**src/rtl/timer_counter_pkg.sv**
```systemverilog
// Shared register-map, mode and FSM state definitions for the down-counting timer.
package timer_counter_pkg;

    localparam logic [1:0] TIMER_ADDR_CTRL   = 2'd0;
    localparam logic [1:0] TIMER_ADDR_PRESET = 2'd1;
    localparam logic [1:0] TIMER_ADDR_COUNT  = 2'd2;

    localparam logic [1:0] TIMER_MODE_ONESHOT = 2'd0;
    localparam logic [1:0] TIMER_MODE_RELOAD  = 2'd1;

    localparam int TIMER_STATE_LEN = 2;

    typedef enum logic [TIMER_STATE_LEN-1:0] {
        TIMER_STATE_IDLE = 2'd0,
        TIMER_STATE_LOAD = 2'd1,
        TIMER_STATE_CNT  = 2'd2,
        TIMER_STATE_INT  = 2'd3
    } timer_state_e;

endpackage

```
**src/rtl/timer_counter.sv**
```systemverilog
// Memory-mapped down-counting timer: CTRL/PRESET/COUNT registers, count FSM and level interrupt.
module timer_counter
    import timer_counter_pkg::*;
#(
    parameter int CNT_W = 32
) (
    input  logic        clk,
    input  logic        reset,
    input  logic [29:0] addr,
    input  logic        we,
    input  logic [31:0] din,
    output logic [31:0] dout,
    output logic        irq
);

    localparam logic [CNT_W-1:0] CNT_ONE = CNT_W'(1'b1);

    logic             en_r;
    logic [1:0]       mode_r;
    logic             im_r;
    logic [CNT_W-1:0] preset_r;
    logic [CNT_W-1:0] count_r;
    logic             irq_flag_r;
    timer_state_e     state_r;
    logic             unused_s;

    // Only the low two word-address bits select a register.
    assign unused_s = ^addr[29:2];

    // Count FSM acts on pre-write CTRL; a same-edge bus write then overrides the registers it touches.
    always_ff @(posedge clk or negedge reset) begin
        if (!reset) begin
            en_r       <= 1'b0;
            mode_r     <= 2'b00;
            im_r       <= 1'b0;
            preset_r   <= '0;
            count_r    <= '0;
            irq_flag_r <= 1'b0;
            state_r    <= TIMER_STATE_IDLE;
        end else begin
            if (!en_r) begin
                state_r <= TIMER_STATE_IDLE;
            end else begin
                case (state_r)
                    TIMER_STATE_IDLE: begin
                        state_r <= TIMER_STATE_LOAD;
                    end
                    TIMER_STATE_LOAD: begin
                        count_r <= preset_r;
                        state_r <= TIMER_STATE_CNT;
                    end
                    TIMER_STATE_CNT: begin
                        if (count_r > CNT_ONE) begin
                            count_r <= count_r - CNT_ONE;
                        end else begin
                            count_r    <= '0;
                            irq_flag_r <= 1'b1;
                            state_r    <= TIMER_STATE_INT;
                        end
                    end
                    TIMER_STATE_INT: begin
                        // Modes 2/3 fall through to one-shot behaviour.
                        if (mode_r == TIMER_MODE_RELOAD) begin
                            irq_flag_r <= 1'b0;
                            state_r    <= TIMER_STATE_LOAD;
                        end else begin
                            en_r    <= 1'b0;
                            state_r <= TIMER_STATE_IDLE;
                        end
                    end
                    default: begin
                        state_r <= TIMER_STATE_IDLE;
                    end
                endcase
            end

            if (we) begin
                case (addr[1:0])
                    TIMER_ADDR_CTRL: begin
                        en_r       <= din[0];
                        mode_r     <= din[2:1];
                        im_r       <= din[3];
                        irq_flag_r <= 1'b0;
                    end
                    TIMER_ADDR_PRESET: begin
                        preset_r <= din[CNT_W-1:0];
                    end
                    default: begin
                    end
                endcase
            end
        end
    end

    // Read mux over the register map; COUNT and unmapped slots are not writable.
    always_comb begin
        dout = 32'h0000_0000;
        case (addr[1:0])
            TIMER_ADDR_CTRL:   dout = {28'h000_0000, im_r, mode_r, en_r};
            TIMER_ADDR_PRESET: dout = 32'(preset_r);
            TIMER_ADDR_COUNT:  dout = 32'(count_r);
            default:           dout = 32'h0000_0000;
        endcase
    end

    assign irq = im_r & irq_flag_r;

endmodule

```
**config.mk**
```make
export PLATFORM = sky130hd
export DESIGN_NAME = timer_counter
export DESIGN_NICKNAME = d
export VERILOG_FILES = /design/src/rtl/timer_counter_pkg.sv /design/src/rtl/timer_counter.sv
export SDC_FILE = /design/constraint.sdc
export NUM_CORES = 1
export LEC_CHECK = 0
export CAP_MARGIN = 20
export CORE_MARGIN = 1.5
export CORE_UTILIZATION = 44
export CTS_CLUSTER_DIAMETER = 30
export DETAILED_ROUTE_END_ITERATION = 8
export HOLD_SLACK_MARGIN = 0.08
export PLACE_DENSITY_LB_ADDON = 0.12
export SETUP_SLACK_MARGIN = 0.15
export SYNTH_ARGS = -nofsm -noshare
export SYNTH_HDL_FRONTEND = slang
export SYNTH_SLANG_ARGS = --single-unit
export TNS_END_PERCENT = 1
```
**constraint.sdc**
```tcl
create_clock -name clk -period 3 [get_ports clk]
set_clock_uncertainty 0.2 [all_clocks]
set_input_delay 0.6 -clock clk [delete_from_list [all_inputs] [get_ports clk]]
set_output_delay 0.6 -clock clk [all_outputs]
set_load 0.02 [all_outputs]
```
==> impl_metrics.yaml <==
status:
  status: "completed"
cells_and_area:
  final_cell_mix: "71 x dfrtp_1, 43 x a22o_1, 36 x clkdlybuf4s50_1"
  fillers: 807
  layout_commonest_cell: "dfrtp_1"
  syn2layout_area_growth_pct: 28.80
  stdcell_count: 603
  antenna_cells: 0
  drive_gt1_share_pct: 19.19
  nets: 562
placement:
  gp_congestion: 0.8866
  dp_hpwl_um: 7675
  pre_cts_ws_ns: -0.1422
  dp_cells: 589
  port_buffers: 69
logic_synthesis:
  synth_seq_cells: 71
  synth.distinct_cells: 59
  synthTopCellsByArea: "dfrtp_1 44%, mux2_2 9.4%, a22o_1 9.3%"
  synth_edf_count: 0
  synth_seq_area_share_pct: 43.69
  synthCells: 407
  synth_area_leader_cell: "dfrtp_1"
  synth_area_um2: 4066
  synth_fp_nets: 477
  ys.flop_type: "dfrtp_1"
  netlist.area_leader.share_pct: 43.69
  avgSynthCellArea_um2: 9.991
  ys_warn_count: 0
  async_flop_share_pct: 100.0
die:
  initial_core_util_pct: 45.96
  die_height_um: 99.14
  die_area_um2: 9828
  pin_count: 98
  die_w_um: 99.14
  core_area_um2: 8848
  rows: 34
worst_setup_path:
  worstPathArrival_ns: 2.89
  r2r_setup_slack_ns: 0.14
  crit_start: "count_r[29]"
  r2r_cells: 7
  worst_setup_path_start_kind: "flop"
  critPathKind: "flop to flop"
  path_max_fanout: 17
  end_kind: "flop"
  critPathRequiredTime_ns: 3.03
  r2r_start: "count_r[29]"
pwr:
  p_leak_nw: 2.229
  finalPower_mw: 4.220
  irDropWorstVdd_mv: 0.3192
  p_per_area_nw_per_um2: 805.8
clock_network:
  clkTransAtPathRegs_ns: 0.07
  worstSkewPairLatency_ns: 0.34
  cts.sinks: 71
  cts_tree: "yes"
  numCtsBuffers: 9
  clock_path_buffers: 2
  root_buffer: "clkbuf_8"
  ctsHoldBuffers: 0
  cts-htree-levels: 3
route:
  drc_errors: 0
  drt_wl_total_um: 11110
  met3_length_um: 626
  highest_layer: "met4"
  vias: 3751
  drt-initial-drc-count: 213
  firstDrtPassIters: 4
  drt-vias-per-instance: 6.221
  wl_met1_um: 5153
  avgRoutedWirePerCell_um: 18.42
  detail-route-antenna-nets: 0
  dr_wl_met2_um: 5135
global_route:
  antenna_found_initial: 0
  grt_pass1_wl_um: 18900
  grt_use_total_pct: 24.04
  grt_pass1_vias: 3795
  overflow: 0
  grt_max_degree: 44
timing:
  hold_viol: 0
  worst-slew-pin-transition_ns: 0.6905
  final.setup.worst_slack_ns: 0.1354
  hold_slack_ns: 0.1020
  setup_viol: 0
  post-route-period-util_pct: 95.49
  rsz0062_at_grt: "yes"
  maxSlewViolCount: 0
  slew_headroom_pct: 53.94
  fin_crit_ns: 2.865
  fmax_ghz: 0.3491
run:
  max_cap_viol_count: 0
min_path:
  min_path_type: "input pin to asynchronous set/reset pin"
-- synthesized netlist by cell type (2+ instances only) --
library cell and instances:
a22oi_1 4, nor3_1 13, nand2_1 23, mux2_2 34, buf_1 5, nand4_1 4
clkbuf_1 21, or3_1 7, nor2_1 23, nor4_1 11, a22o_1 43, inv_1 16
or4_1 4, a21oi_1 9, mux2i_1 4, nor3b_1 2, a221o_1 2, o211ai_1 2
o21ai_0 31, o41ai_1 3, o32ai_1 3, a32oi_1 5, o31ai_1 2, or2_2 3
and3_1 3, o22ai_1 2, ha_1 5, nand3_1 8, o2bb2ai_1 10, nor2b_1 2
or4_4 2, dfrtp_1 71, and2_1 2, o311ai_0 2, a21o_1 2
-- area by class of cell --
type	instances	area, um2	share of cell area (%)
multi-input combinational	289	2113	40.35
sequential	71	1777	33.92
timing repair buffer	104	984.7	18.80
clock buffer	13	158.9	3.034
tap	108	135.1	2.580
inverter	17	63.81	1.218
clock inverter	1	5.005	0.09556
-- metrics by stage --
stage               TNS (ns)  utilization, %  instance area (um2)
floorplan                  0               -                 4066
global placement      -3.231           57.54                 5091
detailed placement    -3.218           57.54                 5091
CTS                        0           59.25                 5243
global route               0           59.19                 5238
finish                     0           59.19                 5238
-- flip-flops by register name, summed over array words and instances (netlist names) --
name,cells
irq_flag_r,1
im_r,1
count_r,32
preset_r,32
state_r,2
en_r,1
mode_r,2
-- critical path, cell delays in order, from the launching register on --
cell and delay (ns):
dfrtp_1 0.41, or4_4 0.57, or4b_4 0.57, buf_4 0.16, o31ai_4 0.25, buf_6 0.23
a31oi_1 0.11, o221a_2 0.25
-- final timing paths --
kind | endpoint
setup / recovery | state_r[0]
hold / removal | preset_r[2]
setup reg to reg | state_r[0]
hold reg to reg | count_r[30]
max in group asynchronous | preset_r[23]
min in group clk | count_r[30]
-- where the power goes --
group / internal (mW) / switching (mW) / leakage [nW] / total (mW)
clock: 0.336 / 0.342 / 0.0854 / 0.679
combinational: 0.893 / 1.03 / 1.28 / 1.92
sequential: 1.27 / 0.355 / 0.868 / 1.62
-- metal layers --
layer / vias to the layer above / GRT usage [%]
li1: 1745 / -
met1: 1842 / 33.77
met2: 142 / 37.40
met3: 22 / 4.216
met4: 0 / 9.209
met5: - / 0
-- logic make-up after synthesis --
| logic type | Yosys count | share of synthesized area (%) |
|---|---|---|
| AOI/OAI and AO/OA | 134 | 25.08 |
| and+or+nand+nor | 112 | 14.62 |
| DFF | 71 | 43.69 |
| buffers and inverters | 47 | 4.677 |
| muxes | 38 | 10.40 |
| adders and majority gates | 5 | 1.538 |
-- repair_timing --
| action | 4_1_cts | 5_1_grt |
|---|---|---|
| gates resized for setup | 47 | 1 |
| buffers inserted | 0 | 0 |
| endpoints found under the setup margin | 43 | 44 |
Note: power is estimated with default switching activity, not from simulation.
